$ cat src/rtl/ras_ctrl.sv
// Return-address-stack front end: decodes retired calls/returns, queues stack ops, issues one per cycle, traps on CFI mismatch.
// Latency: an instruction accepted at edge N issues its first stack op in cycle N+1 at the earliest; mismatch is sampled the cycle after a RET.
// Backpressure: stall_o rises once the queue holds more than QDEPTH-2 entries (a two-entry coroutine always fits) and throughout FAULT.
module ras_ctrl #(
  parameter int DATA_WIDTH = 32,
  parameter int QDEPTH     = 4
) (
  input  logic                  clk,
  input  logic                  rst,
  input  logic                  ena,
  input  logic                  valid_i,
  input  logic [31:0]           instr_i,
  input  logic [DATA_WIDTH-1:0] pc_i,
  input  logic [DATA_WIDTH-1:0] tgt_i,
  output logic                  stall_o,
  output logic                  push_o,
  output logic                  pop_o,
  output logic                  ret_o,
  output logic [DATA_WIDTH-1:0] din_o,
  input  logic                  stack_mismatch_i,
  input  logic                  stack_full_i,
  input  logic                  stack_empty_i,
  output logic                  trap_o,
  output logic [DATA_WIDTH-1:0] trap_addr_o,
  input  logic                  trap_ack_i,
  output logic                  overflow_o,
  output logic                  underflow_o,
  output logic [15:0]           call_cnt_o,
  output logic [15:0]           ret_cnt_o
);

  localparam int PW = $clog2(QDEPTH);
  localparam int CW = PW + 1;

  localparam logic [6:0] OPC_JAL  = 7'b1101111;
  localparam logic [6:0] OPC_JALR = 7'b1100111;

  typedef enum logic [1:0] {
    OP_NONE = 2'd0,
    OP_PUSH = 2'd1,
    OP_POP  = 2'd2,
    OP_RET  = 2'd3
  } op_e;

  typedef enum logic [1:0] {
    ST_RUN    = 2'd0,
    ST_CHECK  = 2'd1,
    ST_FAULT  = 2'd2,
    ST_LOCKED = 2'd3
  } state_e;

  // Queue storage and pointers
  op_e                   op_q  [QDEPTH];
  logic [DATA_WIDTH-1:0] dat_q [QDEPTH];
  logic [PW-1:0]         wr_ptr_q, wr_ptr_d;
  logic [PW-1:0]         rd_ptr_q, rd_ptr_d;
  logic [CW-1:0]         count_q, count_d;

  // Control state
  state_e                state_q;
  logic                  trap_q;
  logic [DATA_WIDTH-1:0] trap_addr_q;
  logic [DATA_WIDTH-1:0] ret_dat_q;

  // Status
  logic                  overflow_q;
  logic                  underflow_q;
  logic [15:0]           call_cnt_q;
  logic [15:0]           ret_cnt_q;

  // Decode signals
  logic [6:0]            opcode;
  logic [2:0]            funct3;
  logic [4:0]            rd;
  logic [4:0]            rs1;
  logic                  rd_link;
  logic                  rs1_link;
  logic [DATA_WIDTH-1:0] link_addr;
  logic                  accept;

  logic [1:0]            enq_n;
  op_e                   enq0_op, enq1_op;
  logic [DATA_WIDTH-1:0] enq0_dat, enq1_dat;

  // Issue signals
  logic                  issue;
  op_e                   head_op;
  logic [DATA_WIDTH-1:0] head_dat;

  // The immediate field plays no part in the link-register convention.
  logic                  unused_imm;
  assign unused_imm = ^instr_i[31:20];

  assign opcode    = instr_i[6:0];
  assign rd        = instr_i[11:7];
  assign funct3    = instr_i[14:12];
  assign rs1       = instr_i[19:15];
  assign rd_link   = (rd == 5'd1) || (rd == 5'd5);
  assign rs1_link  = (rs1 == 5'd1) || (rs1 == 5'd5);
  assign link_addr = pc_i + DATA_WIDTH'(4);

  // LOCKED releases the commit stage; FAULT holds it until the trap is taken.
  assign stall_o = (state_q == ST_FAULT) ||
                   ((state_q != ST_LOCKED) && (count_q > CW'(QDEPTH - 2)));

  assign accept = valid_i && !stall_o &&
                  ((state_q == ST_RUN) || (state_q == ST_CHECK));

  // Classify the retired instruction into zero, one or two queue entries
  always_comb begin
    enq_n    = 2'd0;
    enq0_op  = OP_NONE;
    enq0_dat = '0;
    enq1_op  = OP_NONE;
    enq1_dat = '0;
    if (accept) begin
      if (opcode == OPC_JAL) begin
        if (rd_link) begin
          enq_n    = 2'd1;
          enq0_op  = OP_PUSH;
          enq0_dat = link_addr;
        end
      end else if ((opcode == OPC_JALR) && (funct3 == 3'b000)) begin
        if (rd_link && !rs1_link) begin
          enq_n    = 2'd1;
          enq0_op  = OP_PUSH;
          enq0_dat = link_addr;
        end else if (!rd_link && rs1_link) begin
          enq_n    = 2'd1;
          enq0_op  = OP_RET;
          enq0_dat = tgt_i;
        end else if (rd_link && rs1_link && (rd != rs1)) begin
          // Coroutine swap: discard the old link, then save the new one.
          enq_n    = 2'd2;
          enq0_op  = OP_POP;
          enq0_dat = '0;
          enq1_op  = OP_PUSH;
          enq1_dat = link_addr;
        end else if (rd_link && rs1_link) begin
          enq_n    = 2'd1;
          enq0_op  = OP_PUSH;
          enq0_dat = link_addr;
        end
      end
    end
  end

  assign head_op  = op_q[rd_ptr_q];
  assign head_dat = dat_q[rd_ptr_q];
  assign issue    = (state_q == ST_RUN) && ena && (count_q != '0);

  // The head entry drives exactly one stack strobe while issuing
  always_comb begin
    push_o = 1'b0;
    pop_o  = 1'b0;
    ret_o  = 1'b0;
    din_o  = '0;
    if (issue) begin
      push_o = (head_op == OP_PUSH);
      pop_o  = (head_op == OP_POP);
      ret_o  = (head_op == OP_RET);
      din_o  = head_dat;
    end
  end

  // Next pointer/occupancy values; up to two writes and one read per cycle
  always_comb begin
    wr_ptr_d = wr_ptr_q + PW'(enq_n);
    rd_ptr_d = rd_ptr_q + PW'(issue);
    count_d  = count_q + CW'(enq_n) - CW'(issue);
  end

  // Queue pointers and occupancy; LOCKED discards everything still queued
  always_ff @(posedge clk) begin
    if (!rst) begin
      wr_ptr_q <= '0;
      rd_ptr_q <= '0;
      count_q  <= '0;
    end else if (state_q == ST_LOCKED) begin
      wr_ptr_q <= '0;
      rd_ptr_q <= '0;
      count_q  <= '0;
    end else begin
      wr_ptr_q <= wr_ptr_d;
      rd_ptr_q <= rd_ptr_d;
      count_q  <= count_d;
    end
  end

  // Queue payload; only occupied slots are ever read, so no reset is needed
  always_ff @(posedge clk) begin
    if (enq_n != 2'd0) begin
      op_q[wr_ptr_q]  <= enq0_op;
      dat_q[wr_ptr_q] <= enq0_dat;
    end
    if (enq_n == 2'd2) begin
      op_q[wr_ptr_q + PW'(1)]  <= enq1_op;
      dat_q[wr_ptr_q + PW'(1)] <= enq1_dat;
    end
  end

  // Control FSM: RET compare window, trap raise, and permanent lock-out
  always_ff @(posedge clk) begin
    if (!rst) begin
      state_q     <= ST_RUN;
      trap_q      <= 1'b0;
      trap_addr_q <= '0;
      ret_dat_q   <= '0;
    end else begin
      case (state_q)
        ST_RUN: begin
          // A RET against an empty stack has nothing to compare against.
          if (issue && (head_op == OP_RET) && !stack_empty_i) begin
            state_q   <= ST_CHECK;
            ret_dat_q <= head_dat;
          end
        end
        ST_CHECK: begin
          if (stack_mismatch_i) begin
            state_q     <= ST_FAULT;
            trap_q      <= 1'b1;
            trap_addr_q <= ret_dat_q;
          end else begin
            state_q <= ST_RUN;
          end
        end
        ST_FAULT: begin
          if (trap_ack_i) begin
            state_q <= ST_LOCKED;
            trap_q  <= 1'b0;
          end
        end
        default: begin
          state_q <= ST_LOCKED;
          trap_q  <= 1'b0;
        end
      endcase
    end
  end

  // Sticky over/underflow flags and saturating op counters, updated at issue
  always_ff @(posedge clk) begin
    if (!rst) begin
      overflow_q  <= 1'b0;
      underflow_q <= 1'b0;
      call_cnt_q  <= '0;
      ret_cnt_q   <= '0;
    end else begin
      if (push_o && stack_full_i) begin
        overflow_q <= 1'b1;
      end
      if ((pop_o || ret_o) && stack_empty_i) begin
        underflow_q <= 1'b1;
      end
      if (push_o && (call_cnt_q != 16'hFFFF)) begin
        call_cnt_q <= call_cnt_q + 16'd1;
      end
      if (ret_o && (ret_cnt_q != 16'hFFFF)) begin
        ret_cnt_q <= ret_cnt_q + 16'd1;
      end
    end
  end

  assign trap_o      = trap_q;
  assign trap_addr_o = trap_addr_q;
  assign overflow_o  = overflow_q;
  assign underflow_o = underflow_q;
  assign call_cnt_o  = call_cnt_q;
  assign ret_cnt_o   = ret_cnt_q;

endmodule

$ cat config.mk
export PLATFORM = sky130hd
export DESIGN_NAME = ras_ctrl
export DESIGN_NICKNAME = d
export VERILOG_FILES = /design/src/rtl/ras_ctrl.sv
export SDC_FILE = /design/constraint.sdc
export NUM_CORES = 1
export LEC_CHECK = 0
export CAP_MARGIN = 20
export CORE_UTILIZATION = 35
export CTS_BUF_LIST = sky130_fd_sc_hd__clkbuf_8
export CTS_CLUSTER_DIAMETER = 30
export DETAILED_ROUTE_END_ITERATION = 7
export HOLD_SLACK_MARGIN = 0.15
export MAX_ROUTING_LAYER = met4
export PLACE_DENSITY = 0.67
export SLEW_MARGIN = 10
export SYNTH_ARGS = -nofsm -noshare
export SYNTH_HDL_FRONTEND = slang
export SYNTH_SLANG_ARGS = --single-unit
export TNS_END_PERCENT = 10
$ cat constraint.sdc
create_clock -name clk -period 6.9 [get_ports clk]
set_input_delay 1.035 -clock clk [delete_from_list [all_inputs] [get_ports clk]]
set_output_delay 1.035 -clock clk [all_outputs]
set_load 0.01 [all_outputs]
# Yosys cells after proc, flatten, opt, wreduce, memory -nomap -nowiden
# Memory sizes are Yosys's and may differ from the RTL's. A register that Yosys moved wholly into a read port is not among the register bits.
# Cells that the tools add are included.
# totals
register_bits,108
ram_bits,136
input_bits,104
out_inout_bits,103
elab_cells,128
memories,2
# mem_list
name,words,word_bits,rd,rd_ports_with_merged_regs,write_ports,line_no,text
dat_q,4,32,1,1,2,54,logic [DATA_WIDTH-1:0] dat_q [QDEPTH];
op_q,4,2,1,1,2,53,op_e op_q [QDEPTH];
# classes
add_sub_neg,8
n_lt_le_gt_ge,1
n_eq_ne,20
mux,50
n_bitwise,2
n_reduce_logical,34
# ops
operator,count
two-way mux 32 bit,15
adder 16 x 1 -> 16 bit (second input constant),2
adder 32 x 3 -> 32 bit (second input constant),1
two-way mux 2 bit,16
!= test 16 bit (second input constant),2
two-way mux 1 bit,17
logical AND 1 bit,16
equality test 7 bit (second input constant),2
equality test 2 bit (second input constant),5
equality test 5 x 1 -> 1 bit (second input constant),2
equality test 5 x 3 -> 1 bit (second input constant),2
!= test 2 bit (second input constant),3
case mux 2 bit (3 select lines),1
AND reduction 2 bit,3
logical OR 1 bit,5
!= test 5 bit,1
equality test 2 x 1 -> 1 bit (second input constant),2
logical NOT 1 bit,4
adder 3 x 2 -> 3 bit,1
> comparator 3 x 2 -> 1 bit (second input constant),1
logical NOT 3 bit,1
case mux 1 bit (3 select lines),1
AND reduction 3 bit,1
nonzero test 3 bit,1
other kinds (9),10

# Depth between registers and ports, before layout
# Gate-level depths: netlist of the first run.
# depth
depth_word,13
ltp_mapped,13
ltp_nobuf,12

# Worst setup path after synthesis of the first run
# Ideal clock, no wire load.
# synth_path
kind,input port to flip-flop
startpoint,in instr_i[8]
endpoint,"mem dat_q[0][0], enable pin"
setup_ns,0.469
t_arrival_ns,4.612
required_time_ns,6.431
slack_ns,1.819
path_stages,4
n_path_buf,0
cell_sequence,or4b_2 a21boi_1 o21bai_1 o21ai_0
# synth_lines
element,line_no,text
"start, declared",12,"input logic [31:0] instr_i,"
"end, declared",54,

==> impl_metrics.env, run 1 <==
export IMPL_grt_pass1_wl_mm=47.5
export IMPL_gp_congestion=0.865
export IMPL_area_growth_pct=31.6
export IMPL_synth_edf_count=132
export IMPL_worst_pin_slew_ns=1.13
export IMPL_rows=66
export IMPL_syn_area_per_cell_um2=10.7
export IMPL_grt_usage_pct=18.7
export IMPL_core_um2=32500
export IMPL_n_antenna_cell=0
export IMPL_end_kind="primary output"
export IMPL_worst_path_max_fanout=35
export IMPL_syn_nets=1199
export IMPL_leakage_nw=5.11
export IMPL_wl_mm=30.7
export IMPL_max_slew_margin_pct=24.1
export IMPL_hold_class="reg2reg"
export IMPL_cts_resized=0
export IMPL_clk_latency_ns=0.59
export IMPL_drv_cap=0
export IMPL_start_util_pct=35.6
export IMPL_wire_per_inst_um=17.2
export IMPL_hpwl_mm=21.1
export IMPL_cts_hold_buf=0
export IMPL_fin_setup_tns_ns=0
export IMPL_async_reset_ff_share_pct=0
export IMPL_setup_violations=0
export IMPL_place_inst=1676
export IMPL_grt_overflow=0
export IMPL_fmax_mhz=222
export IMPL_worstSetupStartpointType="flip-flop"
export IMPL_htreeDepth=2
export IMPL_ys_ff_latch=244
export IMPL_drcViolationCount=0
export IMPL_path_clk_slew_ns=0.05
export IMPL_drt_iter0_markers=438
export IMPL_num_nets_final=1404
export IMPL_ant_nets=0
export IMPL_drive_above_1_share_pct=12.7
export IMPL_grt_max_degree=73
export IMPL_ys_types=66
export IMPL_first_pass_iters=5
export IMPL_cts_buffers=55
export IMPL_port_buffers=194
export IMPL_dieWidth_um=184
export IMPL_ios=207
export IMPL_syn_area_um2=11600
export IMPL_die_area_um2=33900
export IMPL_ir_worst_vdd_mv=0.133
export IMPL_routed_via_density=5.05
export IMPL_synth_ff_type="edfxtp_1"
export IMPL_fin_cells=1779
export IMPL_design_area_um2=15300
export IMPL_vias=8976
export IMPL_status="finished clean"
export IMPL_seq_area_frac_synth_pct=53.5
export IMPL_cts_tree="yes"
export IMPL_fp_dieH_um=184
export IMPL_maxSlewViolCount=0
export IMPL_finClkSkew_ns=0.0292
export IMPL_clock_sinks=244
export IMPL_grt_pass1_vias=8788
export IMPL_placed_area_um2=14000
export IMPL_yosys_warnings=0
export IMPL_antenna_found_initial=0
export IMPL_cts_setup_buffers=0
export IMPL_required_ns=5.86
export IMPL_hold_viol=0
export IMPL_cellPowerDensity_nw_per_um2=274
export IMPL_rsz0062_at_grt="false"
export IMPL_fin_crit_ns=4.50
export IMPL_clockBufferDepth=3
export IMPL_cts_root_buffer="clkbuf_8"
export IMPL_syn_inst=1087
export IMPL_finalCritPeriodShare_pct=65.2
export IMPL_worst_ep_arrival_time_ns=3.47
export IMPL_critPathKind="reg2out"
==> through the flow <==
step | total power [mW] | util [%] | setup slack [ns] | hold slack, ns
6_report | 4.18 | 46.9 | 2.40 | 0.453
3_5_place_dp | 2.50 | 43.1 | 2.09 | 0.446
3_3_place_gp | 2.50 | 43.1 | 2.12 | 0.443
2_1_floorplan | 2.06 | - | 1.82 | 0.435
5_1_grt | 4.35 | 46.9 | 2.23 | 0.474
4_1_cts | 4.24 | 46.9 | 2.31 | 0.454
==> Yosys cell counts (3+ instances only) <==
cell      count  area (µm²)
o31ai_1       7        52.6
or2_2         4        25.0
nor2_1       21        78.8
nand2b_1     10        62.6
a21boi_0     46         345
dfxtp_1     112        2240
a211oi_1      5        37.5
o21ai_0     133         666
buf_2         5        25.0
and2_1       49         307
edfxtp_1    132        3960
mux4_2       34         766
a21oi_1      11        55.1
nand3_1      29         145
mux2i_1      12         120
a21boi_1     26         195
nor4_2        3        37.5
or3_1         6        37.5
ha_1          7        87.6
nor2b_1       6        37.5
and4_1        5        43.8
and3_1        6        37.5
xor2_1       33         289
o21ai_1       3        15.0
xnor2_1      17         149
nor4_1        7        43.8
nand4_1      22         138
nor3_1        9        45.0
buf_1         4        15.0
o211ai_1      6        45.0
inv_1        17        63.8
or4_1         4        30.0
nand2_1     200         751
a21o_1        3        22.5
clkbuf_1     52         195
==> path summary, 6_finish.rpt <==
check / startpoint / to / slack, ns / cells past startpoint
setup / recovery: rd_ptr_q[1]$_SDFF_PP0_ / push_o / 2.40 / 5
hold / removal: ret_dat_q[18]$_SDFFE_PN0P_ / ret_dat_q[18]$_SDFFE_PN0P_ / 0.45 / 2
setup reg to reg: state_q[1]$_SDFFE_PN0P_ / dat_q[3][25]$_DFFE_PP_ / 2.89 / 6
hold reg to reg: ret_dat_q[18]$_SDFFE_PN0P_ / ret_dat_q[18]$_SDFFE_PN0P_ / 0.45 / 2
==> kinds of logic (layout without fill, tap and decap cells) <==
logic type | Yosys count | count (layout) | share of synthesized area [%]
AND/OR/NAND/NOR | 393 | 393 | 16.8
AO/OA/AOI/OAI | 264 | 264 | 14.5
flip-flops | 244 | 244 | 53.5
buffers and inverters | 82 | 332 | 2.84
XOR/XNOR | 50 | 50 | 3.78
multiplexers | 46 | 46 | 7.64
adder cells (fa/ha/maj) | 8 | 8 | 0.928
==> placed cells by master, fill, tap and decap left out, drive strengths merged, types with 4 or more instances in the layout <==
cell type	n
or4	4
buf	17
and2	49
nor3	10
clkinvlp	5
a21oi	12
clkdlybuf4s50	193
nand3	29
o21ai	136
o211ai	6
nand2	200
clkinv	18
and4	5
bufinv	5
a21boi	72
inv	31
nand4	22
and3	6
xor2	33
nand2b	10
xnor2	17
mux2i	12
nor2	21
dfxtp	112
nor4	11
or3	6
or2	4
edfxtp	132
mux4	34
clkbuf	63
nor2b	6
ha	7
o31ai	7
a211oi	6
==> final cells by class <==
type	count	area, µm²
multi-input cells	761	5140
clock buffers	62	853
flip-flops and latches	244	6210
inverters	19	71.3
clock inverters	40	370
well taps	442	553
fillers	3035	17300
repair buffers	211	2060
==> per-layer routing <==
metal	vias to the layer above	global-route usage (%)	share of wire, %
li1	4384	-	-
met1	4243	23.5	43
met2	300	30.1	48
met3	49	3.82	7.2
met4	0	5.83	2.3
met5	-	-	0
==> registers in the layout (all words and copies together), names as in the netlist <==
name,count
state_q,2
underflow_o,1
ret_cnt_o,16
ret_dat_q,32
wr_ptr_q,2
call_cnt_o,16
count_q,3
trap_o,1
rd_ptr_q,2
op_q,8
trap_addr_o,32
overflow_o,1
dat_q,128
==> critical path: stages (launching register included) <==
cell	delay, ns
dfxtp_1	0.30
buf_4	0.46
mux4_2	0.64
or4b_1	0.76
inv_2	0.18
clkdlybuf4s50_1	0.55
==> power breakdown <==
group | switching, mW | internal, mW
Sequential | 0.00816 | 1.53
Clock | 0.696 | 1.03
Combinational | 0.448 | 0.467
Total | 1.15 | 3.03
Power figures use the tool's default switching activity.
==> run 2, diff against run 1 <==
clock period = 4.55 ns   (was 6.9 ns; I/O delays follow)
==> impl_metrics.env, run 2 (same netlist as run 1, synthesis figures left out) <==
export IMPL_fmax_mhz=260
export IMPL_worst_pin_slew_ns=0.793
export IMPL_place_ws_ns=0.472
export IMPL_cts_root_buffer="clkbuf_8"
export IMPL_vias=8963
export IMPL_rsz0062_at_grt="false"
export IMPL_rows=66
export IMPL_antenna_found_initial=1
export IMPL_dieWidth_um=184
export IMPL_num_nets_final=1413
export IMPL_grt_max_degree=74
export IMPL_required_ns=3.87
export IMPL_clock_sinks=244
export IMPL_worstSetupStartpointType="flip-flop"
export IMPL_grt_overflow=0
export IMPL_slowest_stage="or4b_1"
export IMPL_wl_mm=30.9
export IMPL_gp_congestion=0.842
export IMPL_utilization_pct=47.4
export IMPL_status="finished clean"
export IMPL_drive_above_1_share_pct=13.4
export IMPL_cts_tree="yes"
export IMPL_finalPower_mw=6.44
export IMPL_clockBufferDepth=3
export IMPL_largest_reg_flops=128
export IMPL_die_area_um2=33900
export IMPL_ios=207
export IMPL_mostFrequentLayoutCells="nand2_1, clkdlybuf4s50_1, o21ai_0, edfxtp_1, dfxtp_1"
export IMPL_holdWs_ns=0.450
export IMPL_clk_latency_ns=0.60
export IMPL_hold_viol=0
export IMPL_wire_per_inst_um=17.2
export IMPL_cts_buffers=56
export IMPL_worst_path_max_fanout=34
export IMPL_cts_resized=0
export IMPL_first_pass_iters=5
export IMPL_finalCritPeriodShare_pct=84.6
export IMPL_path_clk_slew_ns=0.05
export IMPL_fp_dieH_um=184
export IMPL_end_kind="primary output"
export IMPL_grt_pass1_vias=8901
export IMPL_setup_ws_ns=0.703
export IMPL_fill_cells=3033
export IMPL_max_slew_margin_pct=46.6
export IMPL_grt_pass1_wl_mm=47.8
export IMPL_hpwl_mm=21.0
export IMPL_fin_setup_tns_ns=0
export IMPL_drt_iter0_markers=484
export IMPL_critPathMaxStageDelay_ns=0.70
export IMPL_core_um2=32500
export IMPL_cp_cell_sequence="buf_4, mux4_2, or4b_1, inv_2, clkdlybuf4s50_1"
export IMPL_start_util_pct=35.6
export IMPL_htreeDepth=2
export IMPL_ant_nets=0
export IMPL_hold_class="reg2reg"
export IMPL_ir_worst_vdd_mv=0.221
export IMPL_drcViolationCount=0
export IMPL_finClkSkew_ns=0.0449
export IMPL_cellPowerDensity_nw_per_um2=418
export IMPL_cts_setup_buffers=0
export IMPL_port_buffers=194
export IMPL_grt_usage_pct=18.8
export IMPL_worst_ep_arrival_time_ns=3.16
export IMPL_maxSlewViolCount=0
export IMPL_top_register="dat_q"
export IMPL_routed_via_density=5.00
export IMPL_cts_hold_buf=0
export IMPL_setup_violations=0
export IMPL_area_growth_pct=32.9
export IMPL_final_common_cell="nand2_1"
export IMPL_fin_crit_ns=3.85
export IMPL_drv_cap=0
export IMPL_critPathKind="reg2out"
export IMPL_leakage_nw=5.19
-- run 2: metrics by stage --
step / instances / instance area (µm²)
finish: 1791 / 15400
CTS: 1789 / 15400
floorplan: 1087 / 11600
global route: 1790 / 15400
detailed placement: 1685 / 14100
global placement: 1685 / 14100
-- run 2: critical path, delay by kind of cell, from the launching register on --
family | cells | cell delay, ns
flip-flops | 1 | 0.36
AND/OR/NAND/NOR | 1 | 0.70
multiplexers | 1 | 0.35
buffers and inverters | 3 | 1.18
-- run 2: worst paths after layout --
path	slack, ns	cells past startpoint	end	startpoint
setup / recovery	0.70	5	push_o	rd_ptr_q[1]$_SDFF_PP0_
hold / removal	0.45	2	trap_addr_o[0]$_SDFFE_PN0P_	ret_dat_q[0]$_SDFFE_PN0P_
setup reg to reg	1.36	14	count_q[2]$_SDFF_PP0_	state_q[1]$_SDFFE_PN0P_
hold reg to reg	0.45	2	trap_addr_o[0]$_SDFFE_PN0P_	ret_dat_q[0]$_SDFFE_PN0P_
-- run 2: area by class of cell --
cell class                      count  area (µm²)  share of cell area [%]
Antenna cell                        2        5.00                  0.0325
Timing Repair Buffer              219        2170                    14.1
Tap cell                          442         553                    3.59
Multi-Input combinational cell    761        5140                    33.4
Clock buffer                       62         853                    5.54
Sequential cell                   244        6210                    40.3
Clock inverter                     42         405                    2.63
Inverter                           19        71.3                   0.463
-- run 2: layer usage --
metal / part of all wire (%) / global-route usage (%) / vias to the layer above
met4: 2.1 / 5.90 / 0
met5: 0 / - / -
met2: 49 / 30.7 / 296
met3: 5.9 / 3.43 / 49
met1: 43 / 23.6 / 4217
li1: - / - / 4401
-- run 2: power breakdown --
group,internal (mW),total [mW],leakage [nW],switching [mW]
sequential,2.32,2.34,2.11,0.0195
combinational,0.714,1.38,2.40,0.671
clock,1.67,2.71,0.674,1.05
total,4.70,6.44,5.19,1.74
==> run 3, diff against run 2 <==
PLACE_DENSITY = 0.69   (was 0.67)
clock period = 3.4 ns   (was 4.55 ns; I/O delays follow)
==> impl_metrics.env, run 3 (same netlist as run 1, synthesis figures left out) <==
export IMPL_status="finished clean"
export IMPL_first_pass_iters=5
export IMPL_die_area_um2=33900
export IMPL_finalCritPeriodShare_pct=95.3
export IMPL_top_register="dat_q"
export IMPL_dieWidth_um=184
export IMPL_grt_max_degree=76
export IMPL_largest_reg_flops=128
export IMPL_fin_setup_tns_ns=0
export IMPL_crit_end="push_o"
export IMPL_drcViolationCount=0
export IMPL_port_buffers=194
export IMPL_finClkSkew_ns=0.0422
export IMPL_fp_dieH_um=184
export IMPL_cts_buffers=52
export IMPL_r2r_start="state_q[1]$_SDFFE_PN0P_"
export IMPL_worstSetupStartpointType="flip-flop"
export IMPL_drt_iter0_markers=620
export IMPL_ant_nets=0
export IMPL_worst_path_max_fanout=4
export IMPL_max_slew_margin_pct=54.8
export IMPL_ir_worst_vdd_mv=0.258
export IMPL_critical_path_startpoint="rd_ptr_q[1]$_SDFF_PP0_"
export IMPL_timing_rr_end="ret_cnt_o[9]$_SDFFE_PN0P_"
export IMPL_grt_pass1_wl_mm=48.1
export IMPL_final_common_cell="nand2_1"
export IMPL_gp_congestion=0.878
export IMPL_antenna_found_initial=1
export IMPL_worst_ep_arrival_time_ns=2.73
export IMPL_grt_usage_pct=18.8
export IMPL_area_growth_pct=34.7
export IMPL_drive_above_1_share_pct=14.7
export IMPL_drv_cap=0
export IMPL_ios=207
export IMPL_rsz0062_at_grt="false"
export IMPL_multi_input_area_um2=5140
export IMPL_register_area_um2=6210
export IMPL_num_nets_final=1436
export IMPL_hold_class="in2reg"
export IMPL_clockBufferDepth=3
export IMPL_wire_per_inst_um=17.2
export IMPL_fmax_mhz=309
export IMPL_path_clk_slew_ns=0.05
export IMPL_fin_crit_ns=3.24
export IMPL_mostFrequentLayoutCells="nand2_1, clkdlybuf4s50_1, o21ai_0, edfxtp_1, dfxtp_1"
export IMPL_rows=66
export IMPL_grt_pass1_vias=9031
export IMPL_fin_cells=1809
export IMPL_cts_tree="yes"
export IMPL_maxSlewViolCount=0
export IMPL_core_um2=32500
export IMPL_critPathKind="reg2out"
export IMPL_cellPowerDensity_nw_per_um2=546
export IMPL_wl_mm=31.1
export IMPL_htreeDepth=2
export IMPL_worst_pin_slew_ns=0.672
export IMPL_r2r_setup_slack_ns=0.67
export IMPL_routed_via_density=5.06
export IMPL_setup_violations=0
export IMPL_start_util_pct=35.6
export IMPL_fill_cells=3001
export IMPL_end_kind="primary output"
export IMPL_cts_root_buffer="clkbuf_8"
export IMPL_reg2reg_depth=7
export IMPL_clk_latency_ns=0.59
export IMPL_required_ns=2.89
export IMPL_leakage_nw=5.31
export IMPL_vias=9145
export IMPL_grt_overflow=0
export IMPL_cts_hold_buf=0
export IMPL_clock_sinks=244
export IMPL_hold_viol=0
export IMPL_place_inst=1712
export IMPL_hpwl_mm=21.8
run 3: changes by cell type in the layout (fill, tap and decap cells not counted), moves of 2 or more:
cell      previous run  this run
inv_8                0         2
buf_12               4        11
clkinv_4             3         1
clkbuf_8            62        56
buf_4               21        41
run 3: layout make-up:
class                   instances  area share, %
multi-input cells             761           32.9
inverters                      19          0.457
repair buffers                246           15.8
well taps                     442           3.54
diodes                          1         0.0160
flip-flops and latches        244           39.7
clock buffers                  56           4.93
clock inverters                40           2.62
run 3: worst min path at each step:
stage / cells after the start / slack (ns) / start / endpoint
floorplan: 2 / 0.44 / ret_dat_q[0]$_SDFFE_PN0P_ / ret_dat_q[0]$_SDFFE_PN0P_
global placement: 2 / 0.44 / ret_dat_q[0]$_SDFFE_PN0P_ / ret_dat_q[0]$_SDFFE_PN0P_
detailed placement: 2 / 0.45 / ret_dat_q[18]$_SDFFE_PN0P_ / ret_dat_q[18]$_SDFFE_PN0P_
CTS: 3 / 0.34 / rst / rd_ptr_q[1]$_SDFF_PP0_
global route: 3 / 0.36 / rst / rd_ptr_q[1]$_SDFF_PP0_
finish: 3 / 0.38 / rst / rd_ptr_q[1]$_SDFF_PP0_
run 3: critical path, cell delays in order, from the launching register on:
cell and delay, ns:
dfxtp_1 0.41, mux4_2 0.58, or4b_4 0.53, inv_2 0.11, clkdlybuf4s50_1 0.54
run 3: stage by stage:
| stage | hold slack [ns] | util (%) | instance area, µm² | setup slack (ns) | power [mW] |
|---|---|---|---|---|---|
| global route | 0.360 | 48.0 | 15600 | 0.0439 | 8.86 |
| floorplan | 0.435 | - | 11600 | -0.0434 | 4.17 |
| detailed placement | 0.446 | 44.3 | 14400 | -0.280 | 5.11 |
| global placement | 0.442 | 44.3 | 14400 | -0.227 | 5.10 |
| CTS | 0.341 | 48.0 | 15600 | 0.0212 | 8.62 |
| finish | 0.377 | 48.0 | 15600 | 0.159 | 8.53 |
run 3: metal layers:
| metal | part of all wire [%] | up-vias | global-route usage (%) |
|---|---|---|---|
| li1 | - | 4460 | - |
| met2 | 47 | 337 | 30.0 |
| met5 | 0 | - | - |
| met1 | 43 | 4269 | 23.2 |
| met3 | 6.9 | 79 | 3.49 |
| met4 | 3.8 | 0 | 8.73 |
run 3: where the power goes:
part           internal (mW)  total (mW)  switching (mW)
Combinational           1.01        1.90           0.892
Sequential              3.11        3.14          0.0305
Clock                   2.15        3.50            1.34
Total                   6.26        8.53            2.27
run 3: what timing repair did:
item | in CTS | in global routing
hold endpoints to repair | 0 | 0
setup buffers | 0 | 0
resized for setup | 1 | 4
setup endpoints to repair | 1 | 1
